[src/rtl/frame_ring_pkg.sv]
// Shared constants and helpers for the display-domain frame-slot ring.
// Region base bytes, default geometry and address composition.
package frame_ring_pkg;

    localparam logic [7:0] SCALER_BASE   = 8'h68;
    localparam logic [7:0] MAIN_BASE_DEF = 8'h70;
    localparam logic [7:0] OVL_BASE_DEF  = 8'h78;

    localparam int NUM_STAGES_DEF = 4;
    localparam int PTR_W_DEF      = 3;
    localparam int ADDR_W_DEF     = 8;
    localparam int OVL_TAP_DEF    = 2;
    localparam int CNT_W_DEF      = 16;

    // Slot-ring event chosen for the current cycle, highest priority first.
    typedef enum logic [1:0] {
        EV_IDLE       = 2'd0,
        EV_ADV_READY  = 2'd1,
        EV_ADV_DIRECT = 2'd2,
        EV_WR_SWAP    = 2'd3
    } ring_ev_e;

    // Upper bits come from the region base, low ptr_w bits select the slot.
    function automatic logic [31:0] addr_compose(input logic [31:0] base,
                                                 input logic [31:0] ptr,
                                                 input int unsigned ptr_w);
        logic [31:0] mask;
        mask = (32'd1 << ptr_w) - 32'd1;
        return (base & ~mask) | (ptr & mask);
    endfunction

endpackage

[src/rtl/frame_ring_if.sv]
// Control and address bundle between the frame-ring controller and its
// writer, reader engines and status consumers.
interface frame_ring_if #(
    parameter int NUM_STAGES = 4,
    parameter int PTR_W      = 3,
    parameter int ADDR_W     = 8,
    parameter int CNT_W      = 16
);

    logic                        d_frame_swap_toggle;
    logic                        d_frame_wr_done;
    logic                        d_min_delay_path_sel;
    logic                        d_freeze_i;
    logic                        d_clr_cnt_i;

    logic [ADDR_W-1:0]           d_frame_process_addr_o;
    logic [ADDR_W-1:0]           d_frame_overlay_draw_addr_o;
    logic [ADDR_W-1:0]           d_frame_read_addr_o;
    logic [ADDR_W-1:0]           d_frame_overlay_rd_addr_o;
    logic [ADDR_W-1:0]           d_frame_overlay_wr_addr_o;
    logic [PTR_W-1:0]            d_frame_wr_ptr_o;
    logic [NUM_STAGES*PTR_W-1:0] d_stage_ptr_o;
    logic                        d_ready_valid_o;
    logic                        d_swap_pulse_o;
    logic [CNT_W-1:0]            d_drop_cnt_o;
    logic [CNT_W-1:0]            d_repeat_cnt_o;

    modport master (
        input  d_frame_swap_toggle, d_frame_wr_done, d_min_delay_path_sel,
               d_freeze_i, d_clr_cnt_i,
        output d_frame_process_addr_o, d_frame_overlay_draw_addr_o,
               d_frame_read_addr_o, d_frame_overlay_rd_addr_o,
               d_frame_overlay_wr_addr_o, d_frame_wr_ptr_o, d_stage_ptr_o,
               d_ready_valid_o, d_swap_pulse_o, d_drop_cnt_o, d_repeat_cnt_o
    );

    modport slave (
        output d_frame_swap_toggle, d_frame_wr_done, d_min_delay_path_sel,
               d_freeze_i, d_clr_cnt_i,
        input  d_frame_process_addr_o, d_frame_overlay_draw_addr_o,
               d_frame_read_addr_o, d_frame_overlay_rd_addr_o,
               d_frame_overlay_wr_addr_o, d_frame_wr_ptr_o, d_stage_ptr_o,
               d_ready_valid_o, d_swap_pulse_o, d_drop_cnt_o, d_repeat_cnt_o
    );

endinterface

[src/rtl/frame_ring_sat_cnt.sv]
// Saturating event counter with synchronous clear; clear beats increment.
module frame_ring_sat_cnt #(
    parameter int CNT_W = 16
) (
    input  logic             disp_clk_i,
    input  logic             resetn_i,
    input  logic             inc,
    input  logic             clr,
    output logic [CNT_W-1:0] cnt
);

    always_ff @(posedge disp_clk_i) begin
        if (!resetn_i) begin
            cnt <= '0;
        end else if (clr) begin
            cnt <= '0;
        end else if (inc && (cnt != {CNT_W{1'b1}})) begin
            cnt <= cnt + CNT_W'(1);
        end
    end

endmodule

[src/rtl/frame_ring_controller.sv]
// Frame-slot rotation controller: write slot, ready slot and a reader
// pipeline form a ring of NUM_STAGES+2 slots that rotates on frame swaps.
module frame_ring_controller
    import frame_ring_pkg::*;
#(
    parameter int                NUM_STAGES = NUM_STAGES_DEF,
    parameter int                PTR_W      = PTR_W_DEF,
    parameter int                ADDR_W     = ADDR_W_DEF,
    parameter logic [ADDR_W-1:0] MAIN_BASE  = ADDR_W'(MAIN_BASE_DEF),
    parameter logic [ADDR_W-1:0] OVL_BASE   = ADDR_W'(OVL_BASE_DEF),
    parameter int                OVL_TAP    = OVL_TAP_DEF,
    parameter int                CNT_W      = CNT_W_DEF
) (
    input logic            disp_clk_i,
    input logic            resetn_i,
    frame_ring_if.master   ring
);

    logic [PTR_W-1:0] stage [NUM_STAGES];
    logic [PTR_W-1:0] wr_ptr;
    logic [PTR_W-1:0] rdy_ptr;
    logic [PTR_W-1:0] min_ptr;
    logic             rdy_vld;
    logic             swap_pulse;
    logic             tgl_p0;
    logic             swap_p1;

    logic             wr_done;
    logic             freeze;
    logic             adv;
    ring_ev_e         ev;

    assign wr_done = ring.d_frame_wr_done;
    assign freeze  = ring.d_freeze_i;

    function automatic logic [ADDR_W-1:0] main_addr(input logic [PTR_W-1:0] p);
        return ADDR_W'(addr_compose(32'(MAIN_BASE), 32'(p), PTR_W));
    endfunction

    function automatic logic [ADDR_W-1:0] ovl_addr(input logic [PTR_W-1:0] p);
        return ADDR_W'(addr_compose(32'(OVL_BASE), 32'(p), PTR_W));
    endfunction

    // A frozen pipeline never advances; wr_done alone only trades wr/ready.
    always_comb begin
        ev = EV_IDLE;
        if (swap_p1 && !freeze && rdy_vld) begin
            ev = EV_ADV_READY;
        end else if (swap_p1 && !freeze && wr_done) begin
            ev = EV_ADV_DIRECT;
        end else if (wr_done) begin
            ev = EV_WR_SWAP;
        end
    end

    assign adv = (ev == EV_ADV_READY) || (ev == EV_ADV_DIRECT);

    // p0: toggle capture, p1: edge detect, then pointer update
    always_ff @(posedge disp_clk_i) begin
        if (!resetn_i) begin
            wr_ptr     <= '0;
            rdy_ptr    <= PTR_W'(NUM_STAGES + 1);
            min_ptr    <= '0;
            rdy_vld    <= 1'b0;
            swap_pulse <= 1'b0;
            tgl_p0     <= 1'b0;
            swap_p1    <= 1'b0;
            for (int i = 0; i < NUM_STAGES; i++) begin
                stage[i] <= PTR_W'(i + 1);
            end
        end else begin
            tgl_p0     <= ring.d_frame_swap_toggle;
            swap_p1    <= tgl_p0 ^ ring.d_frame_swap_toggle;
            swap_pulse <= adv;

            if (wr_done) begin
                min_ptr <= wr_ptr;
            end

            if (adv) begin
                for (int i = 1; i < NUM_STAGES; i++) begin
                    stage[i] <= stage[i-1];
                end
            end

            case (ev)
                EV_ADV_READY: begin
                    // A fresh frame overrides the pending ready one, which is dropped.
                    stage[0] <= wr_done ? wr_ptr : rdy_ptr;
                    rdy_ptr  <= stage[NUM_STAGES-1];
                    if (wr_done) begin
                        wr_ptr <= rdy_ptr;
                    end
                    rdy_vld  <= 1'b0;
                end
                EV_ADV_DIRECT: begin
                    stage[0] <= wr_ptr;
                    wr_ptr   <= stage[NUM_STAGES-1];
                end
                EV_WR_SWAP: begin
                    wr_ptr  <= rdy_ptr;
                    rdy_ptr <= wr_ptr;
                    rdy_vld <= 1'b1;
                end
                default: begin
                end
            endcase
        end
    end

    frame_ring_sat_cnt #(.CNT_W(CNT_W)) u_drop_cnt (
        .disp_clk_i (disp_clk_i),
        .resetn_i   (resetn_i),
        .inc        (wr_done & rdy_vld),
        .clr        (ring.d_clr_cnt_i),
        .cnt        (ring.d_drop_cnt_o)
    );

    frame_ring_sat_cnt #(.CNT_W(CNT_W)) u_repeat_cnt (
        .disp_clk_i (disp_clk_i),
        .resetn_i   (resetn_i),
        .inc        (swap_p1 & ~adv),
        .clr        (ring.d_clr_cnt_i),
        .cnt        (ring.d_repeat_cnt_o)
    );

    for (genvar g = 0; g < NUM_STAGES; g++) begin : g_stage_out
        assign ring.d_stage_ptr_o[g*PTR_W +: PTR_W] = stage[g];
    end

    assign ring.d_frame_process_addr_o      = main_addr(stage[0]);
    assign ring.d_frame_overlay_draw_addr_o = ovl_addr(stage[0]);
    assign ring.d_frame_read_addr_o         = ring.d_min_delay_path_sel ?
                                              main_addr(min_ptr) : main_addr(stage[1]);
    assign ring.d_frame_overlay_rd_addr_o   = ovl_addr(stage[1]);
    assign ring.d_frame_overlay_wr_addr_o   = ovl_addr(stage[OVL_TAP]);
    assign ring.d_frame_wr_ptr_o            = wr_ptr;
    assign ring.d_ready_valid_o             = rdy_vld;
    assign ring.d_swap_pulse_o              = swap_pulse;

endmodule

[src/flat_wrapper.sv]
// flat-port wrapper written by rule: the top's interface ports become plain ports
module frame_ring_controller_flat import frame_ring_pkg::*;
#(
    parameter int                NUM_STAGES = NUM_STAGES_DEF,
    parameter int                PTR_W      = PTR_W_DEF,
    parameter int                ADDR_W     = ADDR_W_DEF,
    parameter logic [ADDR_W-1:0] MAIN_BASE  = ADDR_W'(MAIN_BASE_DEF),
    parameter logic [ADDR_W-1:0] OVL_BASE   = ADDR_W'(OVL_BASE_DEF),
    parameter int                OVL_TAP    = OVL_TAP_DEF,
    parameter int                CNT_W      = CNT_W_DEF
)
  (disp_clk_i, resetn_i, ring_d_frame_swap_toggle, ring_d_frame_wr_done, ring_d_min_delay_path_sel, ring_d_freeze_i, ring_d_clr_cnt_i, ring_d_frame_process_addr_o, ring_d_frame_overlay_draw_addr_o, ring_d_frame_read_addr_o, ring_d_frame_overlay_rd_addr_o, ring_d_frame_overlay_wr_addr_o, ring_d_frame_wr_ptr_o, ring_d_stage_ptr_o, ring_d_ready_valid_o, ring_d_swap_pulse_o, ring_d_drop_cnt_o, ring_d_repeat_cnt_o);
  frame_ring_if #(.NUM_STAGES(NUM_STAGES), .PTR_W(PTR_W), .ADDR_W(ADDR_W), .CNT_W(CNT_W)) ring_i ();
  input logic disp_clk_i;
  input logic resetn_i;
  input wire logic [$bits(ring_i.d_frame_swap_toggle)-1:0] ring_d_frame_swap_toggle;
  input wire logic [$bits(ring_i.d_frame_wr_done)-1:0] ring_d_frame_wr_done;
  input wire logic [$bits(ring_i.d_min_delay_path_sel)-1:0] ring_d_min_delay_path_sel;
  input wire logic [$bits(ring_i.d_freeze_i)-1:0] ring_d_freeze_i;
  input wire logic [$bits(ring_i.d_clr_cnt_i)-1:0] ring_d_clr_cnt_i;
  output wire logic [$bits(ring_i.d_frame_process_addr_o)-1:0] ring_d_frame_process_addr_o;
  output wire logic [$bits(ring_i.d_frame_overlay_draw_addr_o)-1:0] ring_d_frame_overlay_draw_addr_o;
  output wire logic [$bits(ring_i.d_frame_read_addr_o)-1:0] ring_d_frame_read_addr_o;
  output wire logic [$bits(ring_i.d_frame_overlay_rd_addr_o)-1:0] ring_d_frame_overlay_rd_addr_o;
  output wire logic [$bits(ring_i.d_frame_overlay_wr_addr_o)-1:0] ring_d_frame_overlay_wr_addr_o;
  output wire logic [$bits(ring_i.d_frame_wr_ptr_o)-1:0] ring_d_frame_wr_ptr_o;
  output wire logic [$bits(ring_i.d_stage_ptr_o)-1:0] ring_d_stage_ptr_o;
  output wire logic [$bits(ring_i.d_ready_valid_o)-1:0] ring_d_ready_valid_o;
  output wire logic [$bits(ring_i.d_swap_pulse_o)-1:0] ring_d_swap_pulse_o;
  output wire logic [$bits(ring_i.d_drop_cnt_o)-1:0] ring_d_drop_cnt_o;
  output wire logic [$bits(ring_i.d_repeat_cnt_o)-1:0] ring_d_repeat_cnt_o;
  assign ring_i.d_frame_swap_toggle = ring_d_frame_swap_toggle;
  assign ring_i.d_frame_wr_done = ring_d_frame_wr_done;
  assign ring_i.d_min_delay_path_sel = ring_d_min_delay_path_sel;
  assign ring_i.d_freeze_i = ring_d_freeze_i;
  assign ring_i.d_clr_cnt_i = ring_d_clr_cnt_i;
  assign ring_d_frame_process_addr_o = ring_i.d_frame_process_addr_o;
  assign ring_d_frame_overlay_draw_addr_o = ring_i.d_frame_overlay_draw_addr_o;
  assign ring_d_frame_read_addr_o = ring_i.d_frame_read_addr_o;
  assign ring_d_frame_overlay_rd_addr_o = ring_i.d_frame_overlay_rd_addr_o;
  assign ring_d_frame_overlay_wr_addr_o = ring_i.d_frame_overlay_wr_addr_o;
  assign ring_d_frame_wr_ptr_o = ring_i.d_frame_wr_ptr_o;
  assign ring_d_stage_ptr_o = ring_i.d_stage_ptr_o;
  assign ring_d_ready_valid_o = ring_i.d_ready_valid_o;
  assign ring_d_swap_pulse_o = ring_i.d_swap_pulse_o;
  assign ring_d_drop_cnt_o = ring_i.d_drop_cnt_o;
  assign ring_d_repeat_cnt_o = ring_i.d_repeat_cnt_o;
  frame_ring_controller #(.NUM_STAGES(NUM_STAGES), .PTR_W(PTR_W), .ADDR_W(ADDR_W), .MAIN_BASE(MAIN_BASE), .OVL_BASE(OVL_BASE), .OVL_TAP(OVL_TAP), .CNT_W(CNT_W)) u_core (.disp_clk_i(disp_clk_i), .resetn_i(resetn_i), .ring(ring_i));
endmodule
[config.mk]
export PLATFORM = sky130hd
export DESIGN_NAME = frame_ring_controller_flat
export DESIGN_NICKNAME = d
export VERILOG_FILES = /design/src/rtl/frame_ring_pkg.sv /design/src/rtl/frame_ring_if.sv /design/src/rtl/frame_ring_sat_cnt.sv /design/src/rtl/frame_ring_controller.sv /design/src/flat_wrapper.sv
export SDC_FILE = /design/constraint.sdc
export NUM_CORES = 1
export LEC_CHECK = 0
export ABC_AREA = 0
export BUFFER_PORTS_ARGS = -buffer_cell sky130_fd_sc_hd__buf_2
export CAP_MARGIN = 20
export CORE_MARGIN = 5
export CORE_UTILIZATION = 55
export DETAILED_ROUTE_END_ITERATION = 10
export PLACE_DENSITY = 0.85
export SLEW_MARGIN = 10
export SYNTH_ARGS = -nofsm -noshare
export SYNTH_HDL_FRONTEND = slang
export SYNTH_SLANG_ARGS = --single-unit
[constraint.sdc]
create_clock -name disp_clk_i -period 6.35 [get_ports disp_clk_i]
set_input_delay 0.635 -clock disp_clk_i [delete_from_list [all_inputs] [get_ports disp_clk_i]]
set_output_delay 0.635 -clock disp_clk_i [all_outputs]
set_load 0.1 [all_outputs]
# Word level (Yosys, flattened, before mapping)
# Memories as Yosys holds them, arrays and structs flattened.
# Index checks and enable logic that the tools add are counted.
# W data, S select, Z words.
[op_classes]
add_sub_neg = 2
eq_ne = 6
muxes = 24
n_bitwise = 10
n_reduce_logical = 11
[op_table]
columns = ["cell", "n"]
rows = [
  ["$add A16 B1 Y16 const B", 2],
  ["$ne A16 B16 Y1 const B", 2],
  ["$mux W3", 8],
  ["$mux W1", 10],
  ["$pmux W3 S3", 1],
  ["$mux W2", 3],
  ["$pmux W3 S2", 1],
  ["$logic_and A1 B1 Y1", 5],
  ["$or A1 B1 Y1", 5],
  ["$eq A2 B2 Y1 const B", 2],
  ["$reduce_bool A3 Y1", 1],
  ["$and A1 B1 Y1", 2],
  ["$eq A2 B1 Y1 const B", 1],
  ["$ne A2 B2 Y1 const B", 1],
  ["$not A1 Y1", 2],
  ["$pmux W1 S2", 1],
  ["$reduce_and A2 Y1", 1],
  ["$reduce_bool A2 Y1", 1],
  ["$reduce_or A2 Y1", 1],
  ["$logic_not A1 Y1", 1],
  ["$logic_or A1 B1 Y1", 1],
  ["$xor A1 B1 Y1", 1],
]
[word_totals]
regBits = 45
ram_bits = 12
inputBits = 7
word_cells = 63
n_memories = 1
[mem_list]
columns = ["name", "depth", "width", "read_ports", "rd_clocked_by_memory_dff", "wr", "line_no", "text"]
rows = [
  ["u_core.stage", 4, 3, 4, 0, 4, "frame_ring_controller.sv:19", "logic [PTR_W-1:0] stage [NUM_STAGES];"],
]

# Longest topological paths before layout
# Gate-level depths: netlist of the first run.
[logic_depth]
depth_word = 11
depth_mapped = 9

# Hierarchy
# Synthesis of the first run repeated with hierarchy kept, for this count alone.
[unflattened]
hier_cells = 314
area_unflattened_um2 = 3049.2
[modules_own_cells]
columns = ["mod", "instances", "cells_per_inst", "area_per_inst_um2"]
rows = [
  ["frame_ring_sat_cnt", 2, 91, 864.6],
  ["frame_ring_controller", 1, 132, 1320.0],
]

# Worst setup path after synthesis of the first run
# OpenSTA, ideal clock, no wires.
[synth_timing]
kind = "register -> register"
start = "register u_core.rdy_vld, in the netlist u_core.ring.d_ready_valid_o"
end = "register u_core.u_repeat_cnt.cnt[14]"
arrival_ps = 2860
slack_ps = 3420
stages_incl_launch_ff = 9
period_less_slack_ps = 2930
path_cell_list = "dfxtp_1 > clkbuf_1 > mux2i_1 > ha_1 > and3_1 > buf_6 > nand4_4 > or4_1 > a21oi_1"
[synth_between]
elab_chain_len = 7
word_cells_on_any_way = 8
classes_between = "eq/ne (2); mux (1); bitwise (2); reduce/logical (3)"
[synth_lines]
columns = ["element", "line_no", "text"]
rows = [
  ["start, declared", "frame_ring_controller.sv:23", "logic rdy_vld;"],
  ["start signal, assigned", "frame_ring_controller.sv:64", "rdy_vld <= 1'b0;"],
  ["start signal, assigned", "frame_ring_controller.sv:94", "rdy_vld <= 1'b0;"],
  ["start signal, assigned", "frame_ring_controller.sv:103", "rdy_vld <= 1'b1;"],
  ["$logic_and A1 B1 Y1 (*)", "frame_ring_controller.sv:47", "if (swap_p1 && !freeze && rdy_vld) begin"],
  ["$mux W2 (*)", "frame_ring_controller.sv:47", ""],
  ["$eq A2 B1 Y1 / $eq A2 B2 Y1 (equally long branches)", "frame_ring_controller.sv:56", "assign adv = (ev == EV_ADV_READY) || (ev == EV_ADV_DIRECT);"],
  ["$logic_or A1 B1 Y1 (*)", "frame_ring_controller.sv:56", ""],
  ["$not A1 Y1 (*)", "frame_ring_controller.sv:122", ".inc (swap_p1 & ~adv),"],
  ["$and A1 B1 Y1 (*)", "frame_ring_controller.sv:122", ""],
  ["$logic_and A1 B1 Y1 (*)", "frame_ring_sat_cnt.sv:17", "end else if (inc && (cnt != {CNT_W{1'b1}})) begin"],
  ["end signal, assigned", "frame_ring_sat_cnt.sv:18", "cnt <= cnt + CNT_W'(1);"],
  ["end, declared", "frame_ring_sat_cnt.sv:9", "output logic [CNT_W-1:0] cnt"],
]
# Every way passes the cells marked *; elsewhere a longest branch is shown, timed or not.
# A chain may end at the register's enable or synchronous reset.

# Worst setup path in the final report of the first run
[layout_timing]
start = "register u_core.swap_p1"
end = "register u_core.u_repeat_cnt.cnt[13]"
[layout_between]
elab_chain_len = 9
word_cells_on_any_way = 11
classes_between = "eq/ne (2); mux (2); bitwise (2); reduce/logical (5)"
[layout_lines]
columns = ["element", "line_no", "text"]
rows = [
  ["start, declared", "frame_ring_controller.sv:26", "logic swap_p1;"],
  ["start signal, assigned", "frame_ring_controller.sv:73", "swap_p1 <= tgl_p0 ^ ring.d_frame_swap_toggle;"],
  ["$logic_and A1 B1 Y1", "frame_ring_controller.sv:47, frame_ring_controller.sv:49", ""],
  ["$logic_and A1 B1 Y1", "frame_ring_controller.sv:49", "end else if (swap_p1 && !freeze && wr_done) begin"],
  ["$mux W2", "frame_ring_controller.sv:49", ""],
  ["$mux W2", "frame_ring_controller.sv:47", ""],
  ["$eq A2 B1 Y1 / $eq A2 B2 Y1 (equally long branches)", "frame_ring_controller.sv:56", ""],
  ["$logic_or A1 B1 Y1", "frame_ring_controller.sv:56", ""],
  ["$not A1 Y1", "frame_ring_controller.sv:122", ""],
  ["$and A1 B1 Y1 (*)", "frame_ring_controller.sv:122", ""],
  ["$logic_and A1 B1 Y1 (*)", "frame_ring_sat_cnt.sv:17", ""],
]
# Marked as above.

==> impl_results.md, run 1 <==
* First drt pass iteration count at 4
* Final instance area at 3430 µm²
* First-pass GRT wire length at 11600 µm
* # H-tree levels at 3
* Leading cell type in the layout, fill and taps excluded: buf_2
* Max cap viols at 0
* Die Ht at 84.6 µm
* Hpwl dp at 5080 µm
* Final Hold Fails at 0
* Setup_tns at 0 ns
* Pwr Total at 969 µW
* Grt met3 use at 0.0559
* Via density at 5.72
* Vias in the first global route at 2461
* Area grow syn2layout at 12.2%
* Startpoint types: flop
* GRT overflow at 0
* Number of flops mapped to enable cells by yosys at 12
* # DRC at 0
* Yosys warns at 0
* Post-synthesis cell type count at 52
* Worst r2r dst: u_core.u_repeat_cnt.cnt[13]$_SDFFE_PP0P_
* Most frequent cells in the layout: buf_2, dfxtp_1, nand2_1
* Fin worst setup slack at 3.18 ns
* Post-CTS sizing at 0
* Clk root buf: clkbuf_8
* Cell Area, Synth at 3060 µm²
* Tot GR Track Use at 0.198
* Avg WL per Cell at 14.8 µm
* DRT Wirelength at 6930 µm
* Tightest Pin Transition at 0.947 ns
* Seq/Total Area, Yosys at 0.413
* Port-buffer cells at 70
* Die width at 84.6 µm
* Post-synth top area share at 0.295
* Critical R2R Launch: u_core.swap_p1$_SDFF_PN0_
* Clk_skew at 0.00888 ns
* Internal power at 560 µW
* Number of clock sinks at 57
* Nets at 402
* Outcome: complete, no violations
* Comb pwr share at 0.275
* Dominant synthesized flop cell: dfxtp_1
* Ports at 96
* Row count at 27
* Switch Pwr at 408 µW
* Hold_buf cts at 0
* Setup crit end kind: flop
* Postcts setup bufs at 0
* Switching share of power at 0.422
* Iteration-0 DRC count of the detailed router at 138
* Vias at 2685
* Crit path largest cell delay at 0.79 ns
* Clock latency on the worst-skew pair at 0.34 ns
* Min-delay src: u_core.min_ptr[0]$_SDFFE_PN0P_
* Worst Reg-to-Reg Cells at 7
* Average size of a mapped cell at 9.07 µm²
* Slowest cell on the critical path: nor2b_1
* Die area at 7150 µm²
* Hold WC Path Type: flop to flop
* Antenna violations before repair at 0
* Part of the power in the clock network at 0.309
* Worst Hold End: u_core.min_ptr[0]$_SDFFE_PN0P_
* Diode count at 0
* Number of CTS-inserted buffers at 9
* Arr. time, crit path at 3.38 ns
* RSZ-0062 raised after global routing: false
* Leakage power at 1.35 nW
* Post-Synthesis Cells at 337
* Max Transition Viols Final at 0
* Hold Path Cell Cnt at 2
* Number of synthesized register bits at 57
* FMAX at 315 MHz
* FF+latch area at 1260 µm²
* Crit path max fanout at 13
* Reg-to-reg setup timing slack at 3.18 ns
* Crit path from: u_core.swap_p1$_SDFF_PN0_
* Max clock buf depth at 2
* Final antenna-violating net count at 0
* DP Worst Slack at 2.98 ns
* CP Cell Sequence: nor2b_1 -> mux2i_1 -> ha_1 -> and4_1 -> nand4_1 -> o311ai_0 -> o41ai_1
* CP Data Required Time at 6.55 ns
* GRT busiest layer: met2
* Area of the multi-input gates at 1510 µm²
* Global-route met2 utilization at 0.318
* Crit path buffers/inverters at 0
* Top area cells in the synthesized netlist: dfxtp_1, edfxtp_1, buf_4
* Sequential share of power at 0.415
* Layout cells sized above 1 at 0.254
* Final-layout fill cell count at 496
* Crit path max-delay family: simple AND/OR/NAND/NOR gates
* Ys async rst share at 0
* RePlAce Congestion at 0.888
* Largest net degree at the start of global routing at 29
* PD cells at 282 nW/µm²
* Slew Limit Headroom at 0.367
* Fin util at 0.631
* WS Path Type: flop to flop
* DP Area at 3240 µm²
* CTS tree: done
* Initial core utilization at 0.562
* Period minus WS final at 3.17 ns
* Final worst path period share at 0.500
* Worst VDD drop at 0.000287 V
* Met1 Track Usage GR at 0.243
* Area leader, netlist: dfxtp_1
* Core box area at 5440 µm²
* Final setup fails at 0
* Clock-pin slew on the worst setup and hold paths at 0.07 ns
==> stage by stage <==
stage	instances	hold slack [ns]
after floorplan	360	0.440
after global placement	452	0.468
after detailed placement	452	0.482
after CTS	468	0.492
after global routing	469	0.516
final	469	0.487
==> synth_stat cells (all sizes together), types with 3 or more instances <==
cell,n
o311ai,3
o21ai,14
o211a,3
nand2,34
dfxtp,45
nand3b,3
nor3,7
o31ai,9
or3,11
edfxtp,12
buf,43
and3,6
nor2,6
nand4,14
nand2b,6
nand3,14
a21boi,3
and2,9
nor4,5
mux2,3
o211ai,4
ha,3
nor2b,4
inv,3
or4,7
and4,7
a21oi,23
a31oi,5
mux2i,4
clkbuf,9
a211oi,3
==> registers in the layout, summed over array words and instances, names as in the netlist <==
signal                        cells
u_core.ring.d_swap_pulse_o        1
u_core.rdy_ptr                    3
u_core.stage                     12
u_core.tgl_p0                     1
u_core.ring.d_ready_valid_o       1
u_core.min_ptr                    3
u_core.u_repeat_cnt.cnt          16
u_core.swap_p1                    1
u_core.ring.d_frame_wr_ptr_o      3
u_core.u_drop_cnt.cnt            16
==> final cells by class <==
class,instances,share of cell area
Clock buffer,9,0.0361
Inverter,3,0.00328
Timing Repair Buffer,73,0.109
Tap cell,72,0.0263
Sequential cell,57,0.368
Multi-Input combinational cell,248,0.441
Clock inverter,7,0.0164
==> power by group through the flow <==
stage,sequential (mW),combinational [mW],clock (mW)
detailed placement,0.410,0.266,0
global placement,0.409,0.264,0
finish,0.402,0.267,0.300
floorplan,0.486,0.177,0
global route,0.404,0.275,0.329
CTS,0.402,0.266,0.309
==> routing by layer <==
metal / up-vias / part of all wire
met4: 0 / 0.020
li1: 1317 / -
met1: 1254 / 0.41
met2: 100 / 0.49
met5: - / 0
met3: 14 / 0.074
==> worst max path at each step <==
| stage | depth (start not counted) | end |
|---|---|---|
| after floorplan | 8 | u_core.u_repeat_cnt.cnt[14]$_SDFFE_PP0P_ |
| after global placement | 8 | u_core.u_repeat_cnt.cnt[14]$_SDFFE_PP0P_ |
| after detailed placement | 8 | u_core.u_repeat_cnt.cnt[13]$_SDFFE_PP0P_ |
| after CTS | 7 | u_core.u_repeat_cnt.cnt[13]$_SDFFE_PP0P_ |
| after global routing | 7 | u_core.u_repeat_cnt.cnt[13]$_SDFFE_PP0P_ |
| final | 7 | u_core.u_repeat_cnt.cnt[13]$_SDFFE_PP0P_ |
==> logic make-up (layout without fill, tap and decap cells) <==
family                     Yosys count  after routing  share of synthesized area
AOI/OAI and AO/OA                   77             77                      0.167
xor gates and xnor gates             1              1                    0.00287
adders and majority gates            3              3                     0.0123
buffers and inverters               55             92                      0.120
DFF                                 57             57                      0.413
muxes                                7              7                     0.0242
other                                2             25                    0.00246
and+or+nand+nor                    135            135                      0.259
==> worst register-to-register path, stage by stage (launching register included) <==
cell,delay [ns]
dfxtp_1,0.42
nor2b_1,0.79
mux2i_1,0.29
ha_1,0.45
and4_1,0.31
nand4_1,0.22
o311ai_0,0.42
o41ai_1,0.14
Power figures use the tool's default switching activity.
==> run 2: changes to the inputs <==
Settings changed: CORE_UTILIZATION 55 to 46, PLACE_DENSITY 0.85 to 0.76.
Clock period 6.35 ns to 2.7 ns, I/O delays scaled along.
==> impl_results.md, run 2 (synthesis results as in run 1) <==
* CP Data Required Time at 2.96 ns (was 6.55 ns)
* Clock-pin slew on the worst setup and hold paths at 0.06 ns (was 0.07 ns)
* Vias in the first global route at 2489 (was 2461)
* Max clock buf depth at 2 (unchanged)
* Worst Reg-to-Reg Cells at 7 (unchanged)
* Final Hold Fails at 0 (unchanged)
* Diode count at 0 (unchanged)
* Die area at 8380 µm² (was 7150 µm²)
* Row count at 29 (was 27)
* Critical R2R Launch: u_core.swap_p1$_SDFF_PN0_ (unchanged)
* Clk_skew at 0.00590 ns (was 0.00888 ns)
* Vias at 2709 (was 2685)
* Iteration-0 DRC count of the detailed router at 130 (was 138)
* Nets at 405 (was 402)
* Die Ht at 91.5 µm (was 84.6 µm)
* Min-delay src: ring_d_frame_swap_toggle (was u_core.min_ptr[0]$_SDFFE_PN0P_)
* Final setup fails at 0 (unchanged)
* Initial core utilization at 0.476 (was 0.562)
* Crit path max fanout at 8 (was 13)
* Slew Limit Headroom at 0.599 (was 0.367)
* Area grow syn2layout at 14.4% (was 12.2%)
* Hpwl dp at 5250 µm (was 5080 µm)
* Layout cells sized above 1 at 0.255 (was 0.254)
* Top flop regs: u_core.u_drop_cnt.cnt x16, u_core.u_repeat_cnt.cnt x16, u_core.stage x12 (unchanged)
* PD cells at 694 nW/µm² (was 282 nW/µm²)
* Setup_tns at 0 ns (unchanged)
* Tightest Pin Transition at 0.601 ns (was 0.947 ns)
* Final antenna-violating net count at 0 (unchanged)
* Number of clock sinks at 57 (unchanged)
* Worst r2r dst: u_core.u_repeat_cnt.cnt[14]$_SDFFE_PP0P_ (was u_core.u_repeat_cnt.cnt[13]$_SDFFE_PP0P_)
* Hold WC Path Type: input port to flop (was flop to flop)
* Leading cell type in the layout, fill and taps excluded: buf_2 (unchanged)
* Period minus WS final at 2.44 ns (was 3.17 ns)
* DRT Wirelength at 7100 µm (was 6930 µm)
* RSZ-0062 raised after global routing: false (unchanged)
* Core box area at 6420 µm² (was 5440 µm²)
* Clock latency on the worst-skew pair at 0.33 ns (was 0.34 ns)
* Worst Hold End: u_core.tgl_p0$_SDFF_PN0_ (was u_core.min_ptr[0]$_SDFFE_PN0P_)
* Number of CTS-inserted buffers at 9 (unchanged)
* DP Area at 3280 µm² (was 3240 µm²)
* Hold_buf cts at 0 (unchanged)
* Port-buffer cells at 70 (unchanged)
* Arr. time, crit path at 2.70 ns (was 3.38 ns)
* Antenna violations before repair at 0 (unchanged)
* Largest net degree at the start of global routing at 20 (was 29)
* # H-tree levels at 3 (unchanged)
* Max cap viols at 0 (unchanged)
* FMAX at 411 MHz (was 315 MHz)
* Tot GR Track Use at 0.172 (was 0.198)
* Hold Path Cell Cnt at 2 (unchanged)
* Reg-to-reg setup timing slack at 0.26 ns (was 3.18 ns)
* Startpoint types: flop (unchanged)
* WS Path Type: flop to flop (unchanged)
* First drt pass iteration count at 4 (unchanged)
* Ports at 96 (unchanged)
* CTS tree: done (unchanged)
* Final worst path period share at 0.902 (was 0.500)
* Via density at 5.68 (was 5.72)
* # DRC at 0 (unchanged)
* Outcome: complete, no violations (unchanged)
* Final instance area at 3500 µm² (was 3430 µm²)
* Die width at 91.5 µm (was 84.6 µm)
* Most frequent cells in the layout: buf_2, dfxtp_1, nand2_1 (unchanged)
* Setup crit end kind: flop (unchanged)
* First-pass GRT wire length at 11900 µm (was 11600 µm)
* Worst VDD drop at 0.000530 V (was 0.000287 V)
* Fin util at 0.545 (was 0.631)
* Clk root buf: clkbuf_8 (unchanged)
* Leakage power at 1.40 nW (was 1.35 nW)
* RePlAce Congestion at 0.805 (was 0.888)
* GRT overflow at 0 (unchanged)
* Avg WL per Cell at 14.9 µm (was 14.8 µm)
* Max Transition Viols Final at 0 (unchanged)
==> run 2: changes by cell type in the layout (fill, tap and decap cells not counted), sizes merged <==
cell and delta:
buf +3, bufinv +1, clkbuf +6, clkinv -2
clkinvlp -4, inv -1
==> run 2: through the flow <==
stage                     worst slack [ns]  power, mW  hold slack (ns)  cells
final                                0.264       2.43            0.174    477
after global routing                0.0506       2.52            0.158    477
after CTS                            0.267       2.45            0.163    477
after detailed placement             0.289       1.59            0.480    461
after global placement               0.379       1.59            0.459    461
after floorplan                      0.105       1.56            0.397    360
==> run 2: cell type report <==
type	instances	area, µm²
timing repair buffer	76	395
tap	77	96.3
sequential	57	1260
clock buffer	15	188
fill	605	2930
inverter	3	11.3
clock inverter	1	30.0
multi-input combinational	248	1510
==> run 2: worst max-delay path by stage <==
| stage | endpoint | start |
|---|---|---|
| 3_5_place_dp | u_core.u_repeat_cnt.cnt[14]$_SDFFE_PP0P_ | u_core.swap_p1$_SDFF_PN0_ |
| 4_1_cts | u_core.u_repeat_cnt.cnt[14]$_SDFFE_PP0P_ | u_core.swap_p1$_SDFF_PN0_ |
| 5_1_grt | u_core.u_repeat_cnt.cnt[15]$_SDFFE_PP0P_ | u_core.swap_p1$_SDFF_PN0_ |
| 6_report | u_core.u_repeat_cnt.cnt[14]$_SDFFE_PP0P_ | u_core.swap_p1$_SDFF_PN0_ |
| 2_1_floorplan | u_core.u_repeat_cnt.cnt[14]$_SDFFE_PP0P_ | u_core.ring.d_ready_valid_o$_SDFFE_PN0P_ |
| 3_3_place_gp | u_core.u_repeat_cnt.cnt[14]$_SDFFE_PP0P_ | u_core.swap_p1$_SDFF_PN0_ |
==> run 2: where the power goes <==
group / switching (mW) / leakage (nW) / total (mW) / internal (mW)
combinational: 0.556 / 0.804 / 0.629 / 0.0728
clock: 0.319 / 0.109 / 0.854 / 0.534
sequential: 0.0352 / 0.484 / 0.946 / 0.911
total: 0.911 / 1.40 / 2.43 / 1.52
==> run 2: per-layer routing <==
metal,vias up,wire (µm),part of all wire,track usage
met4,0,69,0.0097,0.0603
met5,-,0,0,0
li1,1322,-,-,-
met2,95,3410,0.48,0.276
met3,6,543,0.076,0.0521
met1,1286,3070,0.43,0.218
==> run 2: what timing repair did <==
item                                    CTS  global route
hold endpoints to repair                  0             0
buffers inserted                          0             0
endpoints found under the setup margin    0             1
gates resized for setup                   0             1
==> run 2: worst max-delay path: stages (launching register included) <==
cell,delay (ns)
dfxtp_1,0.40
nor2b_1,0.26
mux2i_1,0.28
ha_1,0.26
and3_1,0.40
nand4_4,0.15
or4_1,0.48
a21oi_1,0.14
